==> config.mk <==
export PLATFORM = sky130hd
export DESIGN_NAME = dino_lane_sequencer
export DESIGN_NICKNAME = d
export VERILOG_FILES = /design/src/rtl/dino_pkg.sv /design/src/rtl/dino_jump_lane.sv /design/src/rtl/dino_lane_sequencer.sv
export SDC_FILE = /design/constraint.sdc
export NUM_CORES = 1
export LEC_CHECK = 0
export CAP_MARGIN = 20
export CORE_MARGIN = 4
export CORE_UTILIZATION = 45
export CTS_BUF_LIST = sky130_fd_sc_hd__clkbuf_2
export DETAILED_ROUTE_END_ITERATION = 7
export HOLD_SLACK_MARGIN = 0.05
export MAX_ROUTING_LAYER = met4
export PLACE_DENSITY = 0.66
export SKIP_LAST_GASP = 1
export SLEW_MARGIN = 5
export SYNTH_ARGS = -nofsm -noshare
export SYNTH_HDL_FRONTEND = slang
export SYNTH_HIERARCHICAL = 1
export SYNTH_SLANG_ARGS = --single-unit
==> constraint.sdc <==
create_clock -name clk -period 3.3 [get_ports clk]
set_input_delay 0.495 -clock clk [delete_from_list [all_inputs] [get_ports clk]]
set_output_delay 0.495 -clock clk [all_outputs]
set_load 0.02 [all_outputs]
==> src/rtl/dino_pkg.sv <==
// Shared types and jump-trajectory constants for the two-lane dinosaur runner.
package dino_pkg;

  typedef enum logic [1:0] {LANE_GROUND, LANE_RISE, LANE_FALL, LANE_DEAD} lane_state_t;
  typedef enum logic [1:0] {GAME_WAIT, GAME_RUN, GAME_OVER} game_state_t;

  localparam int JUMP_STEPS = 64;
  localparam int STEP_W     = 6;

  localparam int PH_FAST_END  = 10;
  localparam int PH_MID_END   = 20;
  localparam int PH_PEAK      = 32;
  localparam int PH_FALL_SLOW = 44;
  localparam int PH_FALL_MID  = 54;

  localparam int D_FAST = 6;
  localparam int D_MID  = 4;
  localparam int D_SLOW = 2;

  // Magnitude of the Y move for the tick taken at this step; direction comes from the phase.
  function automatic logic [2:0] step_delta(input logic [STEP_W-1:0] step);
    if (step < STEP_W'(PH_FAST_END))       return 3'(D_FAST);
    else if (step < STEP_W'(PH_MID_END))   return 3'(D_MID);
    else if (step < STEP_W'(PH_FALL_SLOW)) return 3'(D_SLOW);
    else if (step < STEP_W'(PH_FALL_MID))  return 3'(D_MID);
    else                                   return 3'(D_FAST);
  endfunction

endpackage

==> src/rtl/dino_jump_lane.sv <==
// One lane: GROUND/RISE/FALL/DEAD sequencer with step counter, one-deep jump buffer and Y register.
module dino_jump_lane
  import dino_pkg::*;
#(
  parameter int Y_W      = 9,
  parameter int GROUND_Y = 146,
  parameter int BUF_WIN  = 8
) (
  input  logic           clk,
  input  logic           rst,
  input  logic           restart,
  input  logic           accept_en,
  input  logic           run_en,
  input  logic           tick,
  input  logic           jump_req,
  input  logic           hit,
  output logic [Y_W-1:0] y,
  output lane_state_t    state_dbg
);

  localparam logic [Y_W-1:0]    Y_GND     = Y_W'(GROUND_Y);
  localparam logic [STEP_W-1:0] BUF_START = STEP_W'(JUMP_STEPS - BUF_WIN);
  localparam logic [STEP_W-1:0] TOP_STEP  = STEP_W'(PH_PEAK - 1);
  localparam logic [STEP_W-1:0] LAST_STEP = STEP_W'(JUMP_STEPS - 1);
  localparam logic [STEP_W-1:0] RISE_END  = STEP_W'(PH_PEAK);

  lane_state_t       state, state_n;
  logic [STEP_W-1:0] step, step_n;
  logic              pending, pending_n;
  logic [Y_W-1:0]    y_n;
  logic [Y_W-1:0]    delta;
  logic              in_window;

  always_ff @(posedge clk or posedge rst) begin
    if (rst) begin
      state   <= LANE_GROUND;
      step    <= '0;
      pending <= 1'b0;
      y       <= Y_GND;
    end else begin
      state   <= state_n;
      step    <= step_n;
      pending <= pending_n;
      y       <= y_n;
    end
  end

  always_comb begin
    state_n   = state;
    step_n    = step;
    pending_n = pending;
    y_n       = y;
    delta     = Y_W'(step_delta(step));
    in_window = (state == LANE_FALL) && (step >= BUF_START);
    if (restart) begin
      state_n   = LANE_GROUND;
      step_n    = '0;
      pending_n = 1'b0;
      y_n       = Y_GND;
    end else if (state != LANE_DEAD) begin
      if (run_en && hit) begin
        // Y and step freeze where they are; any coincident tick is dropped.
        state_n   = LANE_DEAD;
        pending_n = 1'b0;
      end else if (state == LANE_GROUND) begin
        if (accept_en && jump_req) begin
          state_n   = LANE_RISE;
          step_n    = '0;
          pending_n = 1'b0;
        end
      end else if (run_en) begin
        pending_n = pending | (jump_req && in_window);
        if (tick) begin
          step_n = step + STEP_W'(1);
          y_n    = (step < RISE_END) ? (y - delta) : (y + delta);
          if (step == TOP_STEP) state_n = LANE_FALL;
          if (step == LAST_STEP) begin
            // Landing tick: a buffered request chains straight into a new rise.
            state_n   = pending_n ? LANE_RISE : LANE_GROUND;
            pending_n = 1'b0;
          end
        end
      end
    end
  end

  always_comb begin
    state_dbg = state;
  end

endmodule

==> src/rtl/dino_lane_sequencer.sv <==
// Game-flow controller: WAIT/RUN/OVER FSM, walking-leg timer and two jump lanes.
module dino_lane_sequencer
  import dino_pkg::*;
#(
  parameter int GROUND_Y0 = 146,
  parameter int GROUND_Y1 = 386,
  parameter int Y_W       = 9,
  parameter int LEG_TICKS = 16,
  parameter int BUF_WIN   = 8
) (
  input  logic           clk,
  input  logic           rst,
  input  logic           tick,
  input  logic [1:0]     jump_req,
  input  logic [1:0]     hit,
  input  logic           restart,
  output logic [Y_W-1:0] dino_y0,
  output logic [Y_W-1:0] dino_y1,
  output logic [1:0]     jumping,
  output logic [1:0]     crash,
  output logic           leg,
  output logic           running,
  output logic           game_over
);

  localparam int LEG_W = (LEG_TICKS > 1) ? $clog2(LEG_TICKS) : 1;

  game_state_t    gs, gs_n;
  lane_state_t    lane0_st, lane1_st;
  logic           run_en, accept_en;
  logic [LEG_W-1:0] leg_cnt;

  always_ff @(posedge clk or posedge rst) begin
    if (rst) gs <= GAME_WAIT;
    else     gs <= gs_n;
  end

  always_comb begin
    gs_n = gs;
    if (restart) begin
      gs_n = GAME_WAIT;
    end else begin
      case (gs)
        GAME_WAIT: if (|jump_req) gs_n = GAME_RUN;
        GAME_RUN:  if (crash == 2'b11) gs_n = GAME_OVER;
        default:   gs_n = gs;
      endcase
    end
  end

  always_comb begin
    run_en     = (gs == GAME_RUN);
    accept_en  = (gs != GAME_OVER);
    running    = (gs == GAME_RUN);
    game_over  = (gs == GAME_OVER);
    jumping[0] = (lane0_st == LANE_RISE) || (lane0_st == LANE_FALL);
    jumping[1] = (lane1_st == LANE_RISE) || (lane1_st == LANE_FALL);
    crash[0]   = (lane0_st == LANE_DEAD);
    crash[1]   = (lane1_st == LANE_DEAD);
  end

  always_ff @(posedge clk or posedge rst) begin
    if (rst) begin
      leg_cnt <= '0;
      leg     <= 1'b0;
    end else if (restart) begin
      leg_cnt <= '0;
      leg     <= 1'b0;
    end else if (run_en && tick) begin
      if (leg_cnt == LEG_W'(LEG_TICKS - 1)) begin
        leg_cnt <= '0;
        leg     <= ~leg;
      end else begin
        leg_cnt <= leg_cnt + LEG_W'(1);
      end
    end
  end

  dino_jump_lane #(.Y_W(Y_W), .GROUND_Y(GROUND_Y0), .BUF_WIN(BUF_WIN)) u_lane0 (
    .clk      (clk),
    .rst      (rst),
    .restart  (restart),
    .accept_en(accept_en),
    .run_en   (run_en),
    .tick     (tick),
    .jump_req (jump_req[0]),
    .hit      (hit[0]),
    .y        (dino_y0),
    .state_dbg(lane0_st)
  );

  dino_jump_lane #(.Y_W(Y_W), .GROUND_Y(GROUND_Y1), .BUF_WIN(BUF_WIN)) u_lane1 (
    .clk      (clk),
    .rst      (rst),
    .restart  (restart),
    .accept_en(accept_en),
    .run_en   (run_en),
    .tick     (tick),
    .jump_req (jump_req[1]),
    .hit      (hit[1]),
    .y        (dino_y1),
    .state_dbg(lane1_st)
  );

endmodule
Yosys cells after proc, flatten, opt, wreduce, memory -nomap -nowiden
Index checks and enable logic that the tools add are counted.
{"block": "totals", "in_bits": 8, "ff_bits": 43, "ramBits": 0, "rom_bits": 0, "mem_count": 0, "out_inout_bits": 25, "latchBits": 0}
{"block": "op_classes", "shift": 0, "eq_ne": 27, "bitwise_logic": 3, "magnitude_cmp": 12, "mux": 82, "addsub": 7, "n_mul": 0, "reduce_logical": 42, "div_mod_pow": 0}
{"op": "$mux W9", "count": 14}
{"op": "$mux W6", "count": 14}
{"op": "$mux W2", "count": 23}
{"op": "$lt A6 B6 Y1 const B", "count": 6}
{"op": "$reduce_and A5 Y1", "count": 6}
{"op": "$mux W1", "count": 21}
{"op": "$add A9 B3 Y9", "count": 2}
{"op": "$mux W3", "count": 6}
{"op": "$sub A9 B3 Y9", "count": 2}
{"op": "$reduce_bool A4 Y1", "count": 4}
{"op": "$reduce_bool A3 Y1", "count": 5}
{"op": "$ne A2 B2 Y1 const B", "count": 7}
{"op": "$add A6 B1 Y6 const B", "count": 2}
{"op": "$eq A2 B2 Y1 const B", "count": 6}
{"op": "$eq A6 B5 Y1 const B", "count": 2}
{"op": "$eq A6 B6 Y1 const B", "count": 2}
{"op": "$ge A6 B6 Y1 const B", "count": 2}
{"op": "$lt A6 B4 Y1 const B", "count": 2}
{"op": "$lt A6 B5 Y1 const B", "count": 2}
{"op": "$mux W4", "count": 3}
{"op": "$reduce_bool A2 Y1", "count": 6}
{"op": "$reduce_bool A5 Y1", "count": 2}
{"op": "$logic_and A1 B1 Y1", "count": 9}
{"op": "$ne A3 B3 Y1 const B", "count": 3}
{"op": "13 further kinds", "count": 22}

Longest topological paths before layout
{"block": "depth", "word_depth": 13, "mapped_depth": 15}

Modules after synthesis
The synthesis kept the hierarchy.
{"mod": "dino_jump_lane (u_lane0)", "cells_per_inst": 164, "seq_area_each_um2": 429.2, "n_inst": 1, "area_per_inst_um2": 1378.8}
{"mod": "dino_jump_lane (u_lane1)", "cells_per_inst": 154, "seq_area_each_um2": 429.2, "n_inst": 1, "area_per_inst_um2": 1320.0}
{"mod": "dino_lane_sequencer", "cells_per_inst": 38, "seq_area_each_um2": 175.2, "n_inst": 1, "area_per_inst_um2": 389.1}

Worst setup path before layout
OpenSTA, ideal clock, no wires.
{"block": "synth_timing", "kind": "register to register", "from": "reg u_lane1.step[5]", "to": "reg u_lane1.y[8]", "required_ns": 3.212, "synth_period_minus_slack_ns": 2.933, "slack_ns": 0.367, "arrival_time_ns": 2.845, "n_path_buf": 1, "path_stages_with_launch": 15, "cell_sequence": "dfrtp_1 > clkbuf_1 > inv_1 > o21ai_0 > nand3b_1 > o21a_1 > inv_1 > ha_1 > o21a_1 > ha_1 > a211oi_1 > o211ai_1 > a211o_1 > nand3_1 > or3b_1"}
{"block": "synth_between", "elab_chain_len": 13}
{"item": "from (decl)", "line": "dino_jump_lane.sv:28", "text": "logic [STEP_W-1:0] step, step_n;"}
{"item": "from (signal assigned)", "line": "dino_jump_lane.sv:42", "text": "step <= step_n;"}
{"item": "$lt A6 B6 Y1", "line": "dino_pkg.sv:25", "text": "else if (step < STEP_W'(PH_FALL_MID)) return 3'(D_MID);"}
{"item": "$mux W2", "line": "dino_pkg.sv:25"}
{"item": "$mux W3", "line": "dino_pkg.sv:24", "text": "else if (step < STEP_W'(PH_FALL_SLOW)) return 3'(D_SLOW);"}
{"item": "$mux W3", "line": "dino_pkg.sv:23", "text": "else if (step < STEP_W'(PH_MID_END)) return 3'(D_MID);"}
{"item": "$mux W3", "line": "dino_pkg.sv:22", "text": "if (step < STEP_W'(PH_FAST_END)) return 3'(D_FAST);"}
{"item": "$add A9 B3 Y9 / $sub A9 B3 Y9 (equally long branches)", "line": "dino_jump_lane.sv:75", "text": "y_n = (step < RISE_END) ? (y - delta) : (y + delta);"}
{"item": "$mux W9 *", "line": "dino_jump_lane.sv:75"}
{"item": "$mux W9 *", "line": "dino_jump_lane.sv:73", "text": "if (tick) begin"}
{"item": "$mux W9 *", "line": "dino_jump_lane.sv:71", "text": "end else if (run_en) begin"}
{"item": "$mux W9 *", "line": "dino_jump_lane.sv:65", "text": "end else if (state == LANE_GROUND) begin"}
{"item": "$mux W9 *", "line": "dino_jump_lane.sv:61", "text": "if (run_en && hit) begin"}
{"item": "$mux W9 *", "line": "dino_jump_lane.sv:60", "text": "end else if (state != LANE_DEAD) begin"}
{"item": "$mux W9 *", "line": "dino_jump_lane.sv:55", "text": "if (restart) begin"}
{"item": "to (signal assigned)", "line": "dino_jump_lane.sv:44", "text": "y <= y_n;"}
{"item": "to (decl)", "line": "dino_jump_lane.sv:17", "text": "output logic [Y_W-1:0] y,"}
Every way passes the cells marked *; elsewhere a longest branch is shown, timed or not. The select of a mux whose other input is x is not followed.
A chain may end at the register's enable or synchronous reset.

Final worst setup path
{"block": "layout_timing", "from": "reg u_lane0.step[2]", "to": "reg u_lane0.y[8]"}
{"block": "layout_between", "elab_chain_len": 13}
{"item": "from (decl)", "line": "dino_jump_lane.sv:28"}
{"item": "from (signal assigned)", "line": "dino_jump_lane.sv:42"}
{"item": "$lt A6 B6 Y1", "line": "dino_pkg.sv:25"}
{"item": "$mux W2", "line": "dino_pkg.sv:25"}
{"item": "$mux W3", "line": "dino_pkg.sv:24"}
{"item": "$mux W3", "line": "dino_pkg.sv:23"}
{"item": "$mux W3", "line": "dino_pkg.sv:22"}
{"item": "$add A9 B3 Y9 / $sub A9 B3 Y9 (equally long branches)", "line": "dino_jump_lane.sv:75"}
{"item": "$mux W9 *", "line": "dino_jump_lane.sv:75"}
{"item": "$mux W9 *", "line": "dino_jump_lane.sv:73"}
{"item": "$mux W9 *", "line": "dino_jump_lane.sv:71"}
{"item": "$mux W9 *", "line": "dino_jump_lane.sv:65"}
{"item": "$mux W9 *", "line": "dino_jump_lane.sv:61"}
{"item": "$mux W9 *", "line": "dino_jump_lane.sv:60"}
{"item": "$mux W9 *", "line": "dino_jump_lane.sv:55"}
{"item": "to (signal assigned)", "line": "dino_jump_lane.sv:44"}
{"item": "to (decl)", "line": "dino_jump_lane.sv:17"}
Marked as above.

==> out/metrics.yaml <==
internal_power_w: 0.0008496
fin_crit_sh_pct: 91.65
syn_area_per_cell_um2: 8.674
overflow: 0
combPwrFrac_pct: 39.8
cp.buffers_inverters: 1
num-nets-final: 420
rr_startpoint: "u_lane0/step[2]"
postCtsSetupRepairBufs: 0
final_common_cell: "nand2_1"
grt_max_degree: 18
crit_required_ns: 3.60
crit_arrival_ns: 3.33
synth-edff-count: 0
clock_skew_ns: 0.01291
gp_congestion: 0.8839
p_leak_nw: 1.510
clkSlewWorstSetupHoldPaths_ns: 0.21
synthCells: 356
die-height_um: 90.84
fp.dieW_um: 90.84
outcome: "finished, final reports clean"
path_depth: 12
drt_iter0_drc: 132
drv_slew: 0
seqPwrFrac_pct: 43.9
synth_compound_area_share_pct: 24.88
cp_cell_sequence: "o21ai_0 > nand3b_1 > o21a_1 > inv_1 > ha_1 > nor2_1 > ha_1 > o211ai_1 > o21ai_1 > nor4_1 > a2111oi_0 > nand2_1"
fin_setup_tns_ns: 0
drive_above_1_share_pct: 8.505
antenna_found_initial: 0
multi_input_area_um2: 1884
dp_hpwl_mm: 5.071
antenna_left: 0
diodes: 0
slowest_delay_ns: 0.51
crit_fanout: 9
muxShareOfSynthArea_pct: 1.783
final_cell_count_no_fill: 465
fill_cells: 595
ir_drop_v: 0.0001441
crit_family: "compound AO/OA/AOI/OAI gates"
switching_share_pct: 38.87
crit_path_start_kind: "flop"
avgViaCountPerCell: 5.886
rsz0062_at_grt: "no"
period_needed_ns: 3.024
async_reset_ff_share_pct: 100.0
pwr-share-clk_pct: 16.2
synthAdderAreaFrac_pct: 10.94
cts_tree: "built"
crit_slowest_cell: "dfrtp_1"
tightest_slew_ns: 0.7141
rr_endpoint: "u_lane0/y[8]"
yosysWarnings: 6
crit_path_end_kind: "flop"
vias: 2737
drt_first_pass_iters: 5
r2r_cells: 12
hold_buffers: 0
htree_levels: 2
numCtsBuffers: 5
fin_area_um2: 3515
hold_class: "in -> async"
rows: 29
cts_buffer_depth: 2
critPathMostFrequentCell: "ha_1"
routed_wirelength_mm: 6.982
synth_nets: 389
cellPowerDensity_nw_per_um2: 395.5
synth_top_family_by_area: "compound AO/OA/AOI/OAI gates"
ys_ff_latch: 41
finalSetupViolations: 0
r2r_setup_slack_ns: 0.28
dp_cells: 457
cts-root-buf: "clkbuf_2"
start_util_pct: 47.54
die_area_um2: 8252
track_usage_pct: 18.17
core_um2: 6495
final_hold_viol_count: 0
layout_common_cells: "nand2_1, dfrtp_1, clkdlybuf4s50_1"
io_pins: 33
synth_top_flop_cell: "dfrtp_1"
slew_headroom_pct: 52.34
synthToLayoutAreaGrowth_pct: 13.82
crit_type: "reg -> reg"
seq_area_frac_synth_pct: 33.47
numPortBuffers: 30
clock-sinks: 41
synthSimpleGateAreaFrac_pct: 21.03
clock_latency_ns: 0.40
placed_area_um2: 3471
fmax_mhz: 330.6
synth-xor-area-share_pct: 1.985
drc: 0
synth_area_um2: 3088
seqCellArea_um2: 1033
wl_per_cell_um: 15.02
synthDistinctLibCells: 67
p_switching_w: 0.0005403
grt_pass1_vias: 2651
drv_cap: 0
grt_pass1_wl_mm: 12.28
per-stage QoR:
| step | power [W] | hold slack (ns) | setup slack [ns] | util [%] |
|---|---|---|---|---|
| detailed placement | 0.001171 | 0.4938 | 0.2911 | 53.44 |
| finish | 0.001390 | 0.3554 | 0.2755 | 54.11 |
| global placement | 0.001163 | 0.4876 | 0.3407 | 53.44 |
| CTS | 0.001406 | 0.3513 | 0.2473 | 54.04 |
| floorplan | 0.001014 | 0.2984 | 0.3672 | - |
| global route | 0.001499 | 0.3659 | 0.02613 | 54.11 |
layer usage:
layer / GRT usage (%) / up-vias / part of all wire, %
li1: - / 1367 / -
met1: 23.81 / 1289 / 47
met2: 29.28 / 74 / 48
met3: 3.333 / 7 / 4.6
met4: 4.271 / 0 / 0.82
met5: - / - / 0
synthesized netlist by cell type (4+ instances only):
library cell | count | share of area, %
a211oi_1 | 5 | 1.2
o21ai_0 | 15 | 2.4
dfstp_2 | 6 | 5.1
clkbuf_1 | 9 | 1.1
o31ai_1 | 5 | 1.2
dfrtp_1 | 35 | 28
nand3_1 | 9 | 1.5
a31oi_1 | 7 | 1.4
nor2_1 | 21 | 2.6
inv_1 | 25 | 3.0
nor3_1 | 9 | 1.5
ha_1 | 23 | 9.3
xnor2_1 | 4 | 1.1
nor2b_1 | 6 | 1.2
nand3b_1 | 5 | 1.2
o21a_1 | 8 | 1.9
or3_1 | 5 | 1.0
nand2_1 | 37 | 4.5
o211ai_1 | 6 | 1.5
nand2b_1 | 5 | 1.0
a21oi_1 | 23 | 3.7
o21ai_1 | 9 | 1.5
nand4_1 | 5 | 1.0
worst max-delay path by stage:
stage	from	to
floorplan	u_lane1/step[5]	u_lane1/y[8]
global placement	u_lane1/step[5]	u_lane1/y[8]
detailed placement	u_lane1/step[5]	u_lane1/y[8]
CTS	u_lane1/step[5]	u_lane1/y[8]
global route	u_lane0/step[2]	u_lane0/y[8]
finish	u_lane0/step[2]	u_lane0/y[8]
power groups by stage:
stage | registers, W | logic [W] | clock network (W)
2_1_floorplan | 0.000611 | 0.000403 | 0
3_3_place_gp | 0.000618 | 0.000546 | 0
3_5_place_dp | 0.000619 | 0.000552 | 0
4_1_cts | 0.000611 | 0.000555 | 0.000240
5_1_grt | 0.000622 | 0.000616 | 0.000261
6_report | 0.000611 | 0.000554 | 0.000225
cells by family (layout without fill, tap and decap cells):
family	Yosys count	in the layout
other	2	2
adder cells (fa/ha/maj)	26	26
AND/OR/NAND/NOR	123	123
flip-flops	41	41
buffers and inverters	40	72
multiplexers	5	5
AO/OA/AOI/OAI	112	112
XOR/XNOR	7	7
repair_timing:
action	in CTS	in global routing
hold endpoints to repair	0	0
resized for setup	0	1
setup endpoints to repair	0	1
sequential cells by signal (all words and copies together), names as in the netlist:
register           count
u_lane1/y              8
u_lane0/y              8
leg                    1
gs                     2
u_lane1/state_dbg      2
u_lane1/pending        1
u_lane0/state_dbg      2
leg_cnt                4
u_lane0/pending        1
u_lane1/step           6
u_lane0/step           6
cell type report:
cell class                      count  area share [%]
Clock buffer                        7          0.9968
Clock inverter                      1          0.1068
Inverter                           25           2.670
Multi-Input combinational cell    275           53.61
Sequential cell                    41           29.41
Tap cell                           77           2.741
Timing Repair Buffer               39           10.47
(Power assumes the default switching activity.)
